[config.mk]
export PLATFORM = sky130hd
export DESIGN_NAME = serial_rca_flat
export DESIGN_NICKNAME = d
export VERILOG_FILES = /design/src/rtl/serial_rca_if.sv /design/src/rtl/serial_rca.sv /design/src/flat_wrapper.sv
export SDC_FILE = /design/constraint.sdc
export NUM_CORES = 1
export LEC_CHECK = 0
export CAP_MARGIN = 25
export CORE_MARGIN = 3
export CORE_UTILIZATION = 49
export CTS_CLUSTER_DIAMETER = 100
export CTS_CLUSTER_SIZE = 24
export DETAILED_ROUTE_END_ITERATION = 12
export PLACE_DENSITY = 0.81
export SETUP_SLACK_MARGIN = 0.05
export SYNTH_ARGS = -nofsm -noshare
export SYNTH_HDL_FRONTEND = slang
export SYNTH_SLANG_ARGS = --single-unit
export TNS_END_PERCENT = 10
[constraint.sdc]
create_clock -name clk -period 3.3 [get_ports clk]
set_input_delay 0.99 -clock clk [delete_from_list [all_inputs] [get_ports clk]]
set_output_delay 0.99 -clock clk [all_outputs]
set_load 0.01 [all_outputs]
[src/rtl/serial_rca_if.sv]
// Operand/result bus for serial_rca. The sub field exists only when
// SERIAL_RCA_SUB_EN is defined.
interface serial_rca_if #(
  parameter int WIDTH = 8
);
  // Handshake: a transfer happens on a rising edge where valid and ready are both 1.
  // A producer holds valid and its payload until that edge. Ready never depends
  // on valid, and a producer never withdraws valid once it is raised.
  logic             in_valid;
  logic             in_ready;
  logic [WIDTH-1:0] a;
  logic [WIDTH-1:0] b;
  logic             cin;
`ifdef SERIAL_RCA_SUB_EN
  logic             sub;
`endif
  logic             out_valid;
  logic             out_ready;
  logic [WIDTH-1:0] sum;
  logic             cout;

  modport master (
    output in_valid, a, b, cin,
`ifdef SERIAL_RCA_SUB_EN
    output sub,
`endif
    output out_ready,
    input  in_ready, out_valid, sum, cout
  );

  modport slave (
    input  in_valid, a, b, cin,
`ifdef SERIAL_RCA_SUB_EN
    input  sub,
`endif
    input  out_ready,
    output in_ready, out_valid, sum, cout
  );
endinterface

[src/rtl/serial_rca.sv]
// Digit-serial ripple-carry adder: DIGIT bits per clock, LSB digit first.
// Define SERIAL_RCA_SUB_EN to add a subtract mode (a + ~b + 1, cin ignored).
module serial_rca #(
  parameter int WIDTH = 8,
  parameter int DIGIT = 2
) (
  input  logic        clk,
  input  logic        rst,
  serial_rca_if.slave bus,
  output logic [1:0]  dbg_state
);

  localparam int N  = WIDTH / DIGIT;
  localparam int CW = (N > 1) ? $clog2(N) : 1;

  if (WIDTH < 1 || DIGIT < 1 || (WIDTH % DIGIT) != 0) begin : g_param_check
    $error("serial_rca: DIGIT must divide WIDTH exactly");
  end

  typedef enum logic [1:0] {
    IDLE = 2'd0,
    RUN  = 2'd1,
    DONE = 2'd2
  } state_t;

  state_t           state;
  state_t           state_nxt;
  logic [CW-1:0]    cnt;
  logic             carry;
  logic [WIDTH-1:0] a_r;
  logic [WIDTH-1:0] b_r;
  logic [WIDTH-1:0] sum_r;
  logic             cout_r;
  logic [DIGIT-1:0] a_dig;
  logic [DIGIT-1:0] b_dig;
  logic [DIGIT:0]   dig_sum;
  logic             last_dig;
  int unsigned      dig_lo;
`ifdef SERIAL_RCA_SUB_EN
  logic             sub_r;
`endif

  // State register
  always_ff @(posedge clk) begin
    if (rst) state <= IDLE;
    else     state <= state_nxt;
  end

  // Next-state logic
  always_comb begin
    state_nxt = state;
    case (state)
      IDLE:    if (bus.in_valid) state_nxt = RUN;
      RUN:     if (last_dig)     state_nxt = DONE;
      DONE:    if (bus.out_ready) state_nxt = IDLE;
      default: state_nxt = IDLE;
    endcase
  end

  // Outputs decoded from state only
  always_comb begin
    bus.in_ready  = (state == IDLE);
    bus.out_valid = (state == DONE);
    dbg_state     = state;
  end

  // One digit of the ripple chain; b is inverted here in subtract mode.
  always_comb begin
    dig_lo   = int'(cnt) * DIGIT;
    a_dig    = a_r[dig_lo +: DIGIT];
`ifdef SERIAL_RCA_SUB_EN
    b_dig    = b_r[dig_lo +: DIGIT] ^ {DIGIT{sub_r}};
`else
    b_dig    = b_r[dig_lo +: DIGIT];
`endif
    dig_sum  = {1'b0, a_dig} + {1'b0, b_dig} + {{DIGIT{1'b0}}, carry};
    last_dig = (cnt == CW'(N - 1));
  end

  always_ff @(posedge clk) begin
    if (rst) begin
      cnt    <= '0;
      carry  <= 1'b0;
      a_r    <= '0;
      b_r    <= '0;
      sum_r  <= '0;
      cout_r <= 1'b0;
`ifdef SERIAL_RCA_SUB_EN
      sub_r  <= 1'b0;
`endif
    end else begin
      case (state)
        IDLE: begin
          if (bus.in_valid) begin
            a_r <= bus.a;
            b_r <= bus.b;
            cnt <= '0;
`ifdef SERIAL_RCA_SUB_EN
            sub_r <= bus.sub;
            carry <= bus.sub ? 1'b1 : bus.cin;
`else
            carry <= bus.cin;
`endif
          end
        end
        RUN: begin
          sum_r[dig_lo +: DIGIT] <= dig_sum[DIGIT-1:0];
          carry                  <= dig_sum[DIGIT];
          if (last_dig) cout_r <= dig_sum[DIGIT];
          else          cnt    <= cnt + CW'(1);
        end
        default: ;
      endcase
    end
  end

  assign bus.sum  = sum_r;
  assign bus.cout = cout_r;

endmodule

[src/flat_wrapper.sv]
// flat-port wrapper written by rule: the top's interface ports become plain ports
module serial_rca_flat 
#(
  parameter int WIDTH = 8,
  parameter int DIGIT = 2
)
  (clk, rst, dbg_state, bus_in_valid, bus_a, bus_b, bus_cin, bus_out_ready, bus_in_ready, bus_out_valid, bus_sum, bus_cout);
  serial_rca_if #(.WIDTH(WIDTH)) bus_i ();
  input  logic clk;
  input  logic rst;
  output logic [1:0] dbg_state;
  input wire logic [$bits(bus_i.in_valid)-1:0] bus_in_valid;
  input wire logic [$bits(bus_i.a)-1:0] bus_a;
  input wire logic [$bits(bus_i.b)-1:0] bus_b;
  input wire logic [$bits(bus_i.cin)-1:0] bus_cin;
  input wire logic [$bits(bus_i.out_ready)-1:0] bus_out_ready;
  output wire logic [$bits(bus_i.in_ready)-1:0] bus_in_ready;
  output wire logic [$bits(bus_i.out_valid)-1:0] bus_out_valid;
  output wire logic [$bits(bus_i.sum)-1:0] bus_sum;
  output wire logic [$bits(bus_i.cout)-1:0] bus_cout;
  assign bus_i.in_valid = bus_in_valid;
  assign bus_i.a = bus_a;
  assign bus_i.b = bus_b;
  assign bus_i.cin = bus_cin;
  assign bus_i.out_ready = bus_out_ready;
  assign bus_in_ready = bus_i.in_ready;
  assign bus_out_valid = bus_i.out_valid;
  assign bus_sum = bus_i.sum;
  assign bus_cout = bus_i.cout;
  serial_rca #(.WIDTH(WIDTH), .DIGIT(DIGIT)) u_core (.clk(clk), .rst(rst), .bus(bus_i), .dbg_state(dbg_state));
endmodule
# After elaboration in Yosys (flattened, before gate mapping)
# Index checks and enable logic that the tools add are counted.
[totals]
ff_bits = 30
input_bits = 21
out_inout_bits = 13
word_cells = 39
[classes]
add_sub_neg = 4
eq_ne = 7
n_shift = 4
n_mux = 10
reduce_logical = 7
[op_table]
columns = ["op", "n"]
rows = [
  ["3-bit negation with 34-bit output", 1],
  ["2-bit by 34-bit variable shift with 8-bit output (first input constant)", 1],
  ["2-bit by 34-bit indexed part select with 8-bit output", 1],
  ["8-bit by 4-bit indexed part select with 2-bit output", 2],
  ["2-bit two-way mux", 5],
  ["8-bit bitwise mux", 1],
  ["2-bit inequality test (second input constant)", 3],
  ["2-bit one-hot mux with 3 select lines", 1],
  ["2-bit AND reduction", 3],
  ["3-bit AND reduction", 2],
  ["2-bit equality test (second input constant)", 2],
  ["2-bit one-hot mux with 2 select lines", 1],
  ["2-bit by 2-bit adder with 3-bit output", 1],
  ["3-bit by 1-bit adder with 3-bit output", 1],
  ["2-bit by 1-bit adder with 2-bit output (second input constant)", 1],
  ["2-bit by 1-bit equality test with 1-bit output (second input constant)", 1],
  ["2-bit logical NOT", 1],
  ["2-bit by 1-bit inequality test with 1-bit output (second input constant)", 1],
  ["1-bit one-hot mux with 2 select lines", 1],
  ["2-bit nonzero test", 1],
  ["1-bit two-way mux", 1],
]

# Logic depth before layout (Yosys ltp)
# Gate-level depths: netlist (run 1).
[logic_depth]
depth_word = 5
depth_mapped = 6
mapped_depth_nobuf = 5

# Worst setup path before layout (run 1)
# No wires, ideal clock.
[synth_path]
kind = "register to register"
startpoint = "register u_core.cnt[0]"
endpoint = "register u_core.sum_r[7] (netlist: u_core.bus.sum[7])"
setup_time_ns = 0.129
arrival_ns = 2.254
required_ns = 3.171
setup_slack_ns = 0.917
stages_incl_launch_ff = 7
n_path_buf = 1
period_less_slack_ns = 2.383
path_cell_list = "dfxtp_1 -> buf_2 -> mux4_2 -> fa_1 -> fa_1 -> a32oi_1 -> nor2_1"
[synth_via]
elab_chain_cells = 5
word_cells_on_any_way = 8
classes_between = "3 x add/sub; 4 x shift; 1 x mux"
[synth_lines]
columns = ["element", "line_no", "rtl"]
rows = [
  ["start, declared", "serial_rca.sv:28", "logic [CW-1:0] cnt;"],
  ["start signal, assigned", "serial_rca.sv:110", "else cnt <= cnt + CW'(1);"],
  ["8-bit by 4-bit indexed part select with 2-bit output (on tied branches)", "serial_rca.sv:70, serial_rca.sv:74", ""],
  ["2-bit by 2-bit adder with 3-bit output", "serial_rca.sv:76", "dig_sum = {1'b0, a_dig} + {1'b0, b_dig} + {{DIGIT{1'b0}}, carry};"],
  ["3-bit by 1-bit adder with 3-bit output", "serial_rca.sv:76", ""],
  ["2-bit by 34-bit indexed part select with 8-bit output", "serial_rca.sv:107", "sum_r[dig_lo +: DIGIT] <= dig_sum[DIGIT-1:0];"],
  ["8-bit bitwise mux *", "serial_rca.sv:107", ""],
  ["end signal, assigned by index", "serial_rca.sv:107", ""],
  ["end, declared", "serial_rca.sv:32", "logic [WIDTH-1:0] sum_r;"],
]
# Mark *: on every way between the ends. The rest lies on a longest branch, timed or not.
# A chain may end at the register's enable or synchronous reset.

# Worst setup path in the final report (run 1)
[layout_path]
startpoint = "register u_core.state[1] (netlist: u_core.dbg_state[1])"
endpoint = "output bus_out_valid"
[layout_via]
elab_chain_cells = 1
[layout_lines]
columns = ["element", "line_no", "rtl"]
rows = [
  ["start, declared", "serial_rca.sv:26", "state_t state;"],
  ["start signal, assigned", "serial_rca.sv:46", "else state <= state_nxt;"],
  ["2-bit equality test", "serial_rca.sv:63", "bus.out_valid = (state == DONE);"],
  ["end, declared", "flat_wrapper.sv:18", "output wire logic [$bits(bus_i.out_valid)-1:0] bus_out_valid;"],
]
# No other way between the ends.

==> metrics.yaml, run 1 <==
end_kind: "output port"
reg2reg_depth: 5
power.density_nw_per_um2: 408
hold_path_end: "u_core.bus.sum[0]$_SDFFE_PP0P_"
cts_tree: "done"
grt_pass1_vias: 1106
place.gp.congestion: 0.781
initial_utilization: 0.520
multi_input_area_sq_um: 766
cts_resized: 0
critical_path_arrival_ns: 1.71
postCtsSetupRepairBufs: 0
fillerInstances: 231
synth_area_sq_um: 1450
path_cells: "and2b_1 > clkdlybuf4s50_1"
synth_top_area_share: 0.415
reg2reg_slack_ns: 0.68
netlist_top_cells_area: "dfxtp_1 (42%), nand2_1 (10%), a21oi_1 (8.3%), mux4_2 (6.2%), ha_1 (5.2%)"
synth_area_leader_cell: "dfxtp_1"
grt_overflow: 0
drive_gt1_frac: 0.106
period_minus_slack_ns: 2.70
status: "finished clean"
finalHoldViolCount: 0
clkTransAtPathRegs_ns: 0.09
synth_common_cells: "nand2_1 (39), dfxtp_1 (30), a21oi_1 (24), ha_1 (6), nand4_1 (6)"
ys_types: 32
hp-class: "reg2reg"
max_stage_delay_ns: 0.63
post_drt_wl_per_cell_um: 12.9
synth_most_common_cell: "nand2_1"
rows: 19
finalWorstSetupSlack_ns: 0.596
fmax_ghz: 0.370
min_path_cells: 2
drc: 0
die_area_sq_um: 3640
htreeDepth: 2
maxCapViolations: 0
timing.setup.critical_path_class: "reg2out"
worst_pin_slew_ns: 0.664
power_uw: 741
async_flop_share: 0
die_h_um: 60.3
relSlewSlack: 0.557
insertion_delay_ns: 0.33
synthesis.nets: 185
io_pins: 34
instances_no_fill: 219
dr.pass1.iters: 4
hp-start: "u_core.bus.sum[0]$_SDFFE_PP0P_"
crit_required_ns: 2.31
antenna_found_initial: 0
seqCellArea_sq_um: 601
numPortBuffers: 33
grtUsageTotal: 0.177
grt_max_degree: 20
grt_pass1_wl_mm: 4.73
worst_path_max_delay_cell: "dfxtp_1"
syn_to_final_growth_pct: 25.7
post-place-cells: 211
avgSynthCellArea_sq_um: 9.27
die_w_um: 60.3
r2r-start: "u_core.cnt[0]$_SDFFE_PP0P_"
ys_warn_count: 0
drt-vias-per-instance: 5.40
fin_tns_setup_ns: 0
drt_iter0_drc: 19
power.leakage_nw: 0.658
layout.nets: 216
place_ws_ns: 0.672
cts_inserted_buffers: 5
ctsLongestPathBuffers: 2
num_vias: 1183
syn_inst: 156
fin_crit_sh: 0.819
cts_root_buffer: "clkbuf_4"
synth_edf_count: 0
wirelength_mm: 2.82
yosysSeqAreaShare: 0.415
ant_nets: 0
ir_drop_mv: 0.354
grt_setup_unrepaired: "false"
yosys_most_used_dff: "dfxtp_1"
coreArea_sq_um: 2780
cts_hold_repair.buffers: 0
r2r_end: "u_core.bus.sum[7]$_SDFFE_PP0P_"
num_antenna_cells: 0
ys_seq_elements: 30
cp_max_fo: 14
dp_hpwl_mm: 2.08
finalSetupViolCount: 0
critPathLaunchType: "flop"
drv_slew: 0
cts.sinks: 30
skew_ns: 0.00453
worst max path at each step:
stage | start | endpoint | slack (ns) | cells after the start
after floorplan | u_core.cnt[0]$_SDFFE_PP0P_ | u_core.bus.sum[7]$_SDFFE_PP0P_ | 0.92 | 6
after global placement | u_core.cnt[0]$_SDFFE_PP0P_ | u_core.bus.sum[7]$_SDFFE_PP0P_ | 0.74 | 5
after detailed placement | u_core.cnt[0]$_SDFFE_PP0P_ | u_core.bus.sum[7]$_SDFFE_PP0P_ | 0.67 | 5
after CTS | u_core.dbg_state[0]$_SDFFE_PP0P_ | bus_out_valid | 0.57 | 2
after global routing | u_core.dbg_state[1]$_SDFFE_PP0P_ | bus_out_valid | 0.49 | 2
final | u_core.dbg_state[1]$_SDFFE_PP0P_ | bus_out_valid | 0.60 | 2
layout make-up:
| cell class | count | share of cell area |
|---|---|---|
| multi-input combinational | 112 | 0.421 |
| clock buffer | 7 | 0.0303 |
| tap | 31 | 0.0213 |
| timing repair buffer | 34 | 0.186 |
| sequential | 30 | 0.330 |
| clock inverter | 1 | 0.00275 |
| inverter | 4 | 0.00826 |
where the power goes:
group          internal, mW  switching (mW)
Sequential            0.378          0.0172
Combinational        0.0629          0.0540
Clock                 0.103           0.126
kinds of logic (layout without fill, tap and decap cells):
logic type / after synthesis / in the layout / share of synthesized area
adder cells (fa/ha/maj): 8 / 8 / 0.0796
buffers and inverters: 14 / 46 / 0.0554
flip-flops: 30 / 30 / 0.415
multiplexers: 5 / 5 / 0.0692
AO/OA/AOI/OAI: 29 / 29 / 0.120
AND/OR/NAND/NOR: 70 / 70 / 0.260
sequential cells by signal (all words and copies together) (netlist names):
register and cells:
u_core.carry 1, u_core.cnt 2, u_core.bus.sum 8, u_core.dbg_state 2
u_core.bus.cout 1, u_core.a_r 8, u_core.b_r 8
stage by stage:
| stage | area, sq um | hold slack, ns | util |
|---|---|---|---|
| 6_report | 1820 | 0.459 | 0.654 |
| 4_1_cts | 1820 | 0.461 | 0.654 |
| 5_1_grt | 1820 | 0.478 | 0.654 |
| 3_3_place_gp | 1760 | 0.441 | 0.632 |
| 2_1_floorplan | 1450 | 0.433 | - |
| 3_5_place_dp | 1760 | 0.448 | 0.632 |
critical path, delay by kind of cell (launching register included):
family / cells / cell delay, ns
buffers and inverters: 1 / 0.54
and+or+nand+nor: 1 / 0.21
DFF: 1 / 0.63
metal layers:
metal  vias to the layer above  share of wire  GRT usage
met3                         5          0.065     0.0702
met1                       547           0.41      0.193
met4                         0          0.017     0.0759
met5                         -              0          0
met2                        29           0.51      0.304
li1                        602              -          -
layout by cell type, fill, tap and decap left out, types with 2 or more instances in the layout:
cell type / instances
mux4_2: 4
nand3b_1: 5
nand3_1: 3
nand4_1: 6
a32oi_1: 2
clkbuf_4: 5
a21oi_1: 24
inv_1: 4
dfxtp_1: 30
fa_1: 2
nor2_1: 4
clkdlybuf4s50_1: 33
nand2_1: 39
ha_1: 6
nor3b_1: 2
Power figures use the tool's default switching activity.
==> inputs of run 2 (changes only) <==
- CORE_UTILIZATION: 49 -> 44
- PLACE_DENSITY: 0.81 -> 0.77
- clock period: 3.3 -> 2.4 ns (I/O delays scaled with it)
==> run 2 against run 1 <==
First-iteration DRC count grew 120%. Power grew 40%. Final area grew 4.7%. Core utilization shrank 4.0 points. Clock power grew 39%. Critical path type unchanged. Non-clock buffer count grew 8. Clock-buffer cell count is the same. Die area grew 10%. Sequential power grew 36%.
==> metrics.yaml, run 2 (synthesis gave the netlist of run 1 again) <==
skew_ns: 0.00679  # +0.00227 ns
cts_inserted_buffers: 5  # unchanged
period_minus_slack_ns: 2.28
fin_util: 0.614  # -0.0399
fin_crit_sh: 0.950
finalSetupViolCount: 0  # unchanged
timing.setup.critical_path_class: "reg2out"
layout_common_cells: "nand2_1 (39), clkdlybuf4s50_1 (33), dfxtp_1 (29), a21oi_1 (23), buf_4 (9)"
startpoint: "u_core.dbg_state[1]$_SDFFE_PP0P_"
hold_ws_ns: 0.458  # -0.000958 ns
post_drt_wl_per_cell_um: 12.3  # -4.9%
die_w_um: 63.3  # +5.0%
die_area_sq_um: 4010  # +10%
initial_utilization: 0.466  # -0.0539
maxCapViolations: 0  # unchanged
crit_end: "bus_out_valid"
cts.sinks: 30  # unchanged
antenna_found_initial: 0  # unchanged
fmax_ghz: 0.438
r2r_end: "u_core.bus.sum[1]$_SDFFE_PP0P_"
die_h_um: 63.3  # +5.0%
drv_slew: 0  # unchanged
dp_hpwl_mm: 2.23  # +7.4%
critPathLaunchType: "flop"
grtUsageTotal: 0.162  # -0.0151
worst_pin_slew_ns: 0.469  # -0.195 ns
ctsLongestPathBuffers: 2  # unchanged
relSlewSlack: 0.686  # +0.130
fin_tns_setup_ns: 0  # unchanged
drt-vias-per-instance: 5.16  # -4.4%
drive_gt1_frac: 0.158  # +0.0518
grt_max_degree: 20  # unchanged
insertion_delay_ns: 0.34  # about the same
cts_hold_repair.buffers: 0  # unchanged
grt_pass1_vias: 1180  # +6.7%
grt_setup_unrepaired: "false"
coreArea_sq_um: 3100  # +12%
cp_max_fo: 7  # -7
num_vias: 1239  # +4.7%
power.density_nw_per_um2: 546  # +34%
final_common_cell: "nand2_1"
io_pins: 34  # unchanged
crit_required_ns: 1.68  # -0.63 ns
ir_drop_mv: 0.334  # -5.5%
clkTransAtPathRegs_ns: 0.09  # about the same
drc: 0  # unchanged
htreeDepth: 2  # unchanged
place_ws_ns: 0.122  # -0.550 ns
wirelength_mm: 2.94  # +4.3%
numPortBuffers: 33  # unchanged
grt_overflow: 0  # unchanged
syn_to_final_growth_pct: 31.7
reg2reg_depth: 5  # unchanged
end_kind: "output port"
status: "finished clean"
ant_nets: 0  # unchanged
dr.pass1.iters: 4  # unchanged
place.gp.congestion: 0.866  # +11%
layout.nets: 224  # +3.7%
power.leakage_nw: 0.697  # +6.0%
num_antenna_cells: 0  # unchanged
r2r-start: "u_core.cnt[0]$_SDFFE_PP0P_"
drt_iter0_drc: 42  # +23
grt_pass1_wl_mm: 5.02  # +6.1%
reg2reg_slack_ns: 0.18  # -0.50 ns
critical_path_arrival_ns: 1.56  # -0.15 ns
hp-class: "reg2reg"
finalHoldViolCount: 0  # unchanged
finalWorstSetupSlack_ns: 0.119  # -0.477 ns
power_mw: 1.04  # +40%
cts_tree: "done"
cts_root_buffer: "clkbuf_4"
rows: 20  # +1
[run 2: routing by layer]
| layer | up-vias | GRT usage | part of all wire |
|---|---|---|---|
| met5 | - | 0 | 0 |
| met4 | 0 | 0.0728 | 0.019 |
| met3 | 6 | 0.0642 | 0.060 |
| met2 | 28 | 0.279 | 0.50 |
| met1 | 582 | 0.172 | 0.42 |
| li1 | 623 | - | - |
[run 2: stage by stage]
stage          area [sq um]  instances
4_1_cts                1890        240
3_3_place_gp           1830        232
6_report               1900        240
5_1_grt                1900        240
3_5_place_dp           1830        232
2_1_floorplan          1450        156
[run 2: how the worst min path moves through the flow]
stage | from | endpoint | slack, ns | cells past startpoint
final | u_core.bus.sum[2]$_SDFFE_PP0P_ | u_core.bus.sum[2]$_SDFFE_PP0P_ | 0.46 | 2
after global routing | u_core.bus.sum[2]$_SDFFE_PP0P_ | u_core.bus.sum[2]$_SDFFE_PP0P_ | 0.48 | 2
after CTS | u_core.bus.sum[4]$_SDFFE_PP0P_ | u_core.bus.sum[4]$_SDFFE_PP0P_ | 0.46 | 2
after detailed placement | u_core.bus.sum[4]$_SDFFE_PP0P_ | u_core.bus.sum[4]$_SDFFE_PP0P_ | 0.45 | 2
after global placement | u_core.bus.sum[1]$_SDFFE_PP0P_ | u_core.bus.sum[1]$_SDFFE_PP0P_ | 0.44 | 2
after floorplan | u_core.a_r[4]$_SDFFE_PP0P_ | u_core.a_r[4]$_SDFFE_PP0P_ | 0.43 | 2
[run 2: worst max-delay path, stage by stage (launching register included)]
cell	delay [ns]
dfxtp_1	0.48
and2b_1	0.19
clkdlybuf4s50_1	0.54
[run 2: power breakdown]
part	internal, mW	switching [mW]
Sequential	0.520	0.0157
Clock	0.142	0.178
Combinational	0.0974	0.0868
[run 2: what timing repair did]
item | in CTS | in global routing
setup buffers | 0 | 0
endpoints found under the setup margin | 0 | 4
resized for setup | 0 | 4
[run 2: area by class of cell]
type,count,area [sq um]
fillers,304,1200
multi-input cells,112,772
flip-flops and latches,30,604
repair buffers,42,398
clock buffers,7,55.1
well taps,44,55.1
inverters,4,15.0
clock inverters,1,5.00
==> inputs of run 3 (changes only) <==
- SLEW_MARGIN: unset -> 30
==> results of run 3 <==
Final layout, timing and power as in run 2 (identical DEF).
